===== src/rtl/data_demod.sv =====
// data_demod: packs the 5-bit symbol stream LSB-first into bytes and buffers them in a show-ahead FIFO
module data_demod #(
  parameter int DEPTH = 8,
  parameter int AW = 3
) (
  input  logic        clk,
  input  logic        reset_n,
  input  logic        mod_en,
  input  logic [4:0]  dmod,
  input  logic        rd,
  output logic        rdy,
  output logic [7:0]  data_out,
  output logic [AW:0] level,
  output logic        ovf
);
  logic [11:0]   r_acc;
  logic [2:0]    r_res;
  logic [7:0]    r_mem [DEPTH];
  logic [AW-1:0] r_wp, r_rp;
  logic [AW:0]   r_level;
  logic [7:0]    r_dout;
  logic          r_ovf;
  logic [11:0]   w_next;
  logic [3:0]    w_tot;
  logic [AW-1:0] w_rp1;
  logic          w_done, w_pop, w_full, w_push;
  assign w_next = r_acc | ({7'd0, dmod} << r_res);
  assign w_tot = {1'b0, r_res} + 4'd5;
  assign w_done = mod_en & w_tot[3];
  assign w_pop = rd & rdy;
  assign w_full = r_level == (AW+1)'(DEPTH);
  assign w_push = w_done & (~w_full | w_pop);
  assign w_rp1 = r_rp + 1'b1;
  assign rdy = r_level != '0;
  assign data_out = r_dout;
  assign level = r_level;
  assign ovf = r_ovf;
  always_ff @(posedge clk or negedge reset_n)
    if (!reset_n) begin
      r_acc <= '0;
      r_res <= '0;
      r_wp <= '0;
      r_rp <= '0;
      r_level <= '0;
      r_dout <= '0;
      r_ovf <= 1'b0;
    end else begin
      if (mod_en) begin
        r_acc <= w_done ? {8'd0, w_next[11:8]} : w_next;
        // tot never exceeds 12, so tot and tot-8 share their low three bits
        r_res <= w_tot[2:0];
      end
      if (w_push) r_wp <= r_wp + 1'b1;
      if (w_pop) r_rp <= w_rp1;
      r_level <= r_level + (AW+1)'(w_push) - (AW+1)'(w_pop);
      if (w_done & w_full & ~w_pop) r_ovf <= 1'b1;
      // head after the edge: next stored entry, else the byte landing in an emptied FIFO, else hold
      if (w_pop & |r_level[AW:1]) r_dout <= r_mem[w_rp1];
      else if (w_push & (~rdy | w_pop)) r_dout <= w_next[7:0];
    end
  always_ff @(posedge clk)
    if (w_push) r_mem[r_wp] <= w_next[7:0];
endmodule


===== config.mk =====
export PLATFORM = sky130hd
export DESIGN_NAME = data_demod
export DESIGN_NICKNAME = d
export VERILOG_FILES = /design/src/rtl/data_demod.sv
export SDC_FILE = /design/constraint.sdc
export NUM_CORES = 1
export LEC_CHECK = 0
export BUFFER_PORTS_ARGS = -buffer_cell sky130_fd_sc_hd__buf_2
export CAP_MARGIN = 20
export CORE_MARGIN = 8
export CORE_UTILIZATION = 35
export DETAILED_ROUTE_END_ITERATION = 6
export GPL_ROUTABILITY_DRIVEN = 0
export PLACE_DENSITY_LB_ADDON = 0.2
export SKIP_CTS_REPAIR_TIMING = 1
export SYNTH_ARGS = -nofsm -noshare
export SYNTH_HDL_FRONTEND = slang
export SYNTH_SLANG_ARGS = --single-unit

===== constraint.sdc =====
create_clock -name clk -period 6 [get_ports clk]
set_input_delay 0.6 -clock clk [delete_from_list [all_inputs] [get_ports clk]]
set_output_delay 0.6 -clock clk [all_outputs]
set_load 0.005 [all_outputs]

==> results.tsv <==
stage	metric	value	unit
floorplan	coreArea	0.0124	mm2
worst_setup_path	crit_required	5.96	ns
floorplan	dieWidth	128	um
pwr	cellLeakagePower	1.90	nW
drt	ant_nets	0	
floorplan	io_pins	23	
synthesis	yosysTopAreaCellShare	0.440	
synthesis	yosys-top-cells-area	edfxtp_1 (44%), dfrtp_1 (19%), mux4_2 (8.3%)	
clock_network	cts_made_buffers	9	
finish	fin_nets	334	
synthesis	ys_seq_area_frac	0.635	
worst_setup_path	path_class	flop to flop	
worst_setup_path	reg2reg_depth	4	
run_status	status	finished, final reports clean	
timing	rsz0062_at_grt	no	
grt	grt_max_degree	35	
floorplan	die_area	0.0163	mm2
timing	timing.final.crit_share	0.481	
min_path	hold_path.class	primary input to async pin	
drt	viasPerCell	4.96	
placed_design	place_area	0.00464	mm2
pwr	p_per_area	570	mW/mm2
timing	finalSetupTns	0	ns
clock_network	path_clk_slew	0.07	ns
synthesis	synth_area_per_cell	15.1	um2
finish	drive_above_1_share	0.245	
synthesis	ys_ff_latch	98	
worst_setup_path	cp_max_fo	13	
synthesis	synth_edf_count	64	
timing	tightest_slew	0.922	ns
timing	fmax	347	MHz
worst_setup_path	critical_path_arrival	2.85	ns
worst_setup_path	r2r_start	r_res[0]	
drt	post_drt_wl_per_cell	18.3	um
placed_design	dpl.hpwl	6130	um
synthesis	syn_area	0.00437	mm2
pwr	p_sw	1.01	mW
clock_network	clk_latency	0.34	ns
floorplan	row_count	41	
timing	finalSetupViolCount	0	
pwr	peakVddDrop	392	uV
run	drv_cap	0	
synthesis	synthDistinctLibCells	46	
finish	multiInputGateArea	0.00145	mm2
finish	regArea	0.00277	mm2
worst_setup_path	worstSetupEndpointType	flop	
timing	slew_violations	0	
drt	drt_iter0_markers	121	
worst_setup_path	critPathLaunchType	flop	
grt	grt_pass1_wl	14200	um
synthesis	syn-num-nets	309	
grt	grt_use_total	0.116	
pwr	p_int	1.79	mW
grt	globalRoute.totalOverflow	0	
synthesis	yosysWarnings	0	
drt	drcViolationCount	0	
timing	fin_crit	2.88	ns
clock_network	h-tree-depth	3	
timing	hold_viol_final	0	
worst_setup_path	cp-endpoint	r_mem[2][4]	
pwr	clockPowerShare	0.189	
clock_network	cts_sinks	98	
finish	antennaDiodeCount	0	
timing	clock_skew	0.00634	ns
drt	vias	2434	
finish	fin_area	0.00491	mm2
floorplan	start_util	0.352	
drt	dr.pass1.iters	4	
floorplan	die_h	128	um
placed_design	portBuffers	22	
clock_network	cts_tree	yes	
worst_setup_path	r2r-end	r_mem[2][4]	
finish	syn_to_final_growth	12.5	%
synthesis	async_flop_share	0.347	
synthesis	synth_ff_type	edfxtp_1	
pwr	power.share.sequential	0.402	
clock_network	cts.path.max_buffers	2	
pwr	switching_share	0.362	
synthesis	synth_top_cell_by_area	edfxtp_1	
worst_setup_path	crit_start	r_res[0]	
grt	first_global_vias	2491	
clock_network	root_buffer	clkbuf_16	
timing	slew_headroom	0.383	
finish	fill_cells	1205	
synthesis	synthCells	289	
drt	wirelength	8970	um
worst_setup_path	rrSetupSlack	3.12	ns
grt	antenna_found_initial	0	
pwr	combinationalPowerShare	0.409	
## power groups by stage
| stage | Clock [mW] | Sequential, mW | Combinational, mW |
|---|---|---|---|
| after floorplan | 0 | 1.09 | 0.857 |
| after global placement | 0 | 1.14 | 1.16 |
| after detailed placement | 0 | 1.14 | 1.16 |
| after CTS | 0.544 | 1.13 | 1.17 |
| after global routing | 0.569 | 1.15 | 1.26 |
| final | 0.529 | 1.13 | 1.14 |
## Yosys cell counts, drive strengths merged (2+ instances only)
cell type  count
edfxtp        64
dfrtp         34
nand2         20
inv           19
nor2          18
mux4          17
mux2          13
a21oi         10
ha            10
buf            7
nand3          7
a211oi         6
mux2i          6
clkbuf         5
nor2b          5
xor2           5
nand2b         4
nor3           4
o21ai          4
o311ai         4
xnor2          4
a21o           3
and3           3
a221oi         2
## cell type report
class | count | share of cell area
multi-input cells | 160 | 0.294
clock buffers | 9 | 0.0458
well taps | 172 | 0.0438
repair buffers | 26 | 0.0285
clock inverters | 7 | 0.00891
inverters | 19 | 0.0145
flip-flops and latches | 98 | 0.564
## cells in the final DEF, fill, tap and decap left out, drive strengths merged, types with 5 or more instances in the layout
master / count
edfxtp: 64
dfrtp: 34
buf: 25
inv: 21
nand2: 20
nor2: 18
mux4: 17
mux2: 13
a21oi: 10
ha: 10
clkbuf: 10
nand3: 7
mux2i: 6
a211oi: 6
nor2b: 5
xor2: 5
## flip-flops by register name, indices dropped and copies added (netlist names)
signal	cells
data_out	8
level	4
ovf	1
r_acc	12
r_mem	64
r_res	3
r_rp	3
r_wp	3
## logic make-up (layout without fill, tap and decap cells)
group                      after synthesis  in the layout  share of synthesized area
buffers and inverters                   31             61                     0.0341
muxes                                   36             36                      0.136
xor gates and xnor gates                 9              9                     0.0181
AOI/OAI and AO/OA                       39             39                     0.0722
adders and majority gates               11             11                     0.0332
DFF                                     98             98                      0.635
and+or+nand+nor                         65             65                     0.0716
## worst min-delay path by stage
| stage | depth (start not counted) | startpoint | endpoint | slack, ns |
|---|---|---|---|---|
| CTS | 1 | reset_n | data_out[1] | 0.37 |
| detailed placement | 2 | r_acc[11] | r_acc[11] | 0.48 |
| global placement | 1 | ovf | ovf | 0.48 |
| global route | 1 | reset_n | data_out[5] | 0.40 |
| floorplan | 0 | reset_n | data_out[0] | 0.30 |
| finish | 1 | reset_n | data_out[6] | 0.33 |
## routing by layer
| layer | wire [um] | part of all wire | GRT usage | up-vias |
|---|---|---|---|---|
| li1 | - | - | - | 1137 |
| met1 | 4290 | 0.48 | 0.153 | 1256 |
| met2 | 4240 | 0.47 | 0.181 | 32 |
| met3 | 326 | 0.036 | 0.0333 | 9 |
| met4 | 116 | 0.013 | 0.0371 | 0 |
| met5 | 0 | 0 | 0 | - |
## through the flow
| step | worst slack [ns] | utilization | hold WS [ns] | total power, mW | std cells |
|---|---|---|---|---|---|
| finish | 3.12 | 0.396 | 0.328 | 2.80 | 491 |
| global route | 2.90 | 0.396 | 0.403 | 2.99 | 491 |
| CTS | 2.94 | 0.395 | 0.368 | 2.84 | 490 |
| detailed placement | 2.90 | 0.374 | 0.477 | 2.30 | 474 |
| global placement | 2.89 | 0.373 | 0.475 | 2.30 | 473 |
| floorplan | 3.55 | - | 0.304 | 1.95 | 289 |
## critical path: stages, from the launching register on
cell and delay (ns):
dfrtp_1 0.65, a21oi_1 0.31, a311oi_2 0.58, nand2b_1 0.21, nor2_1 0.75
(Power assumes the default switching activity.)
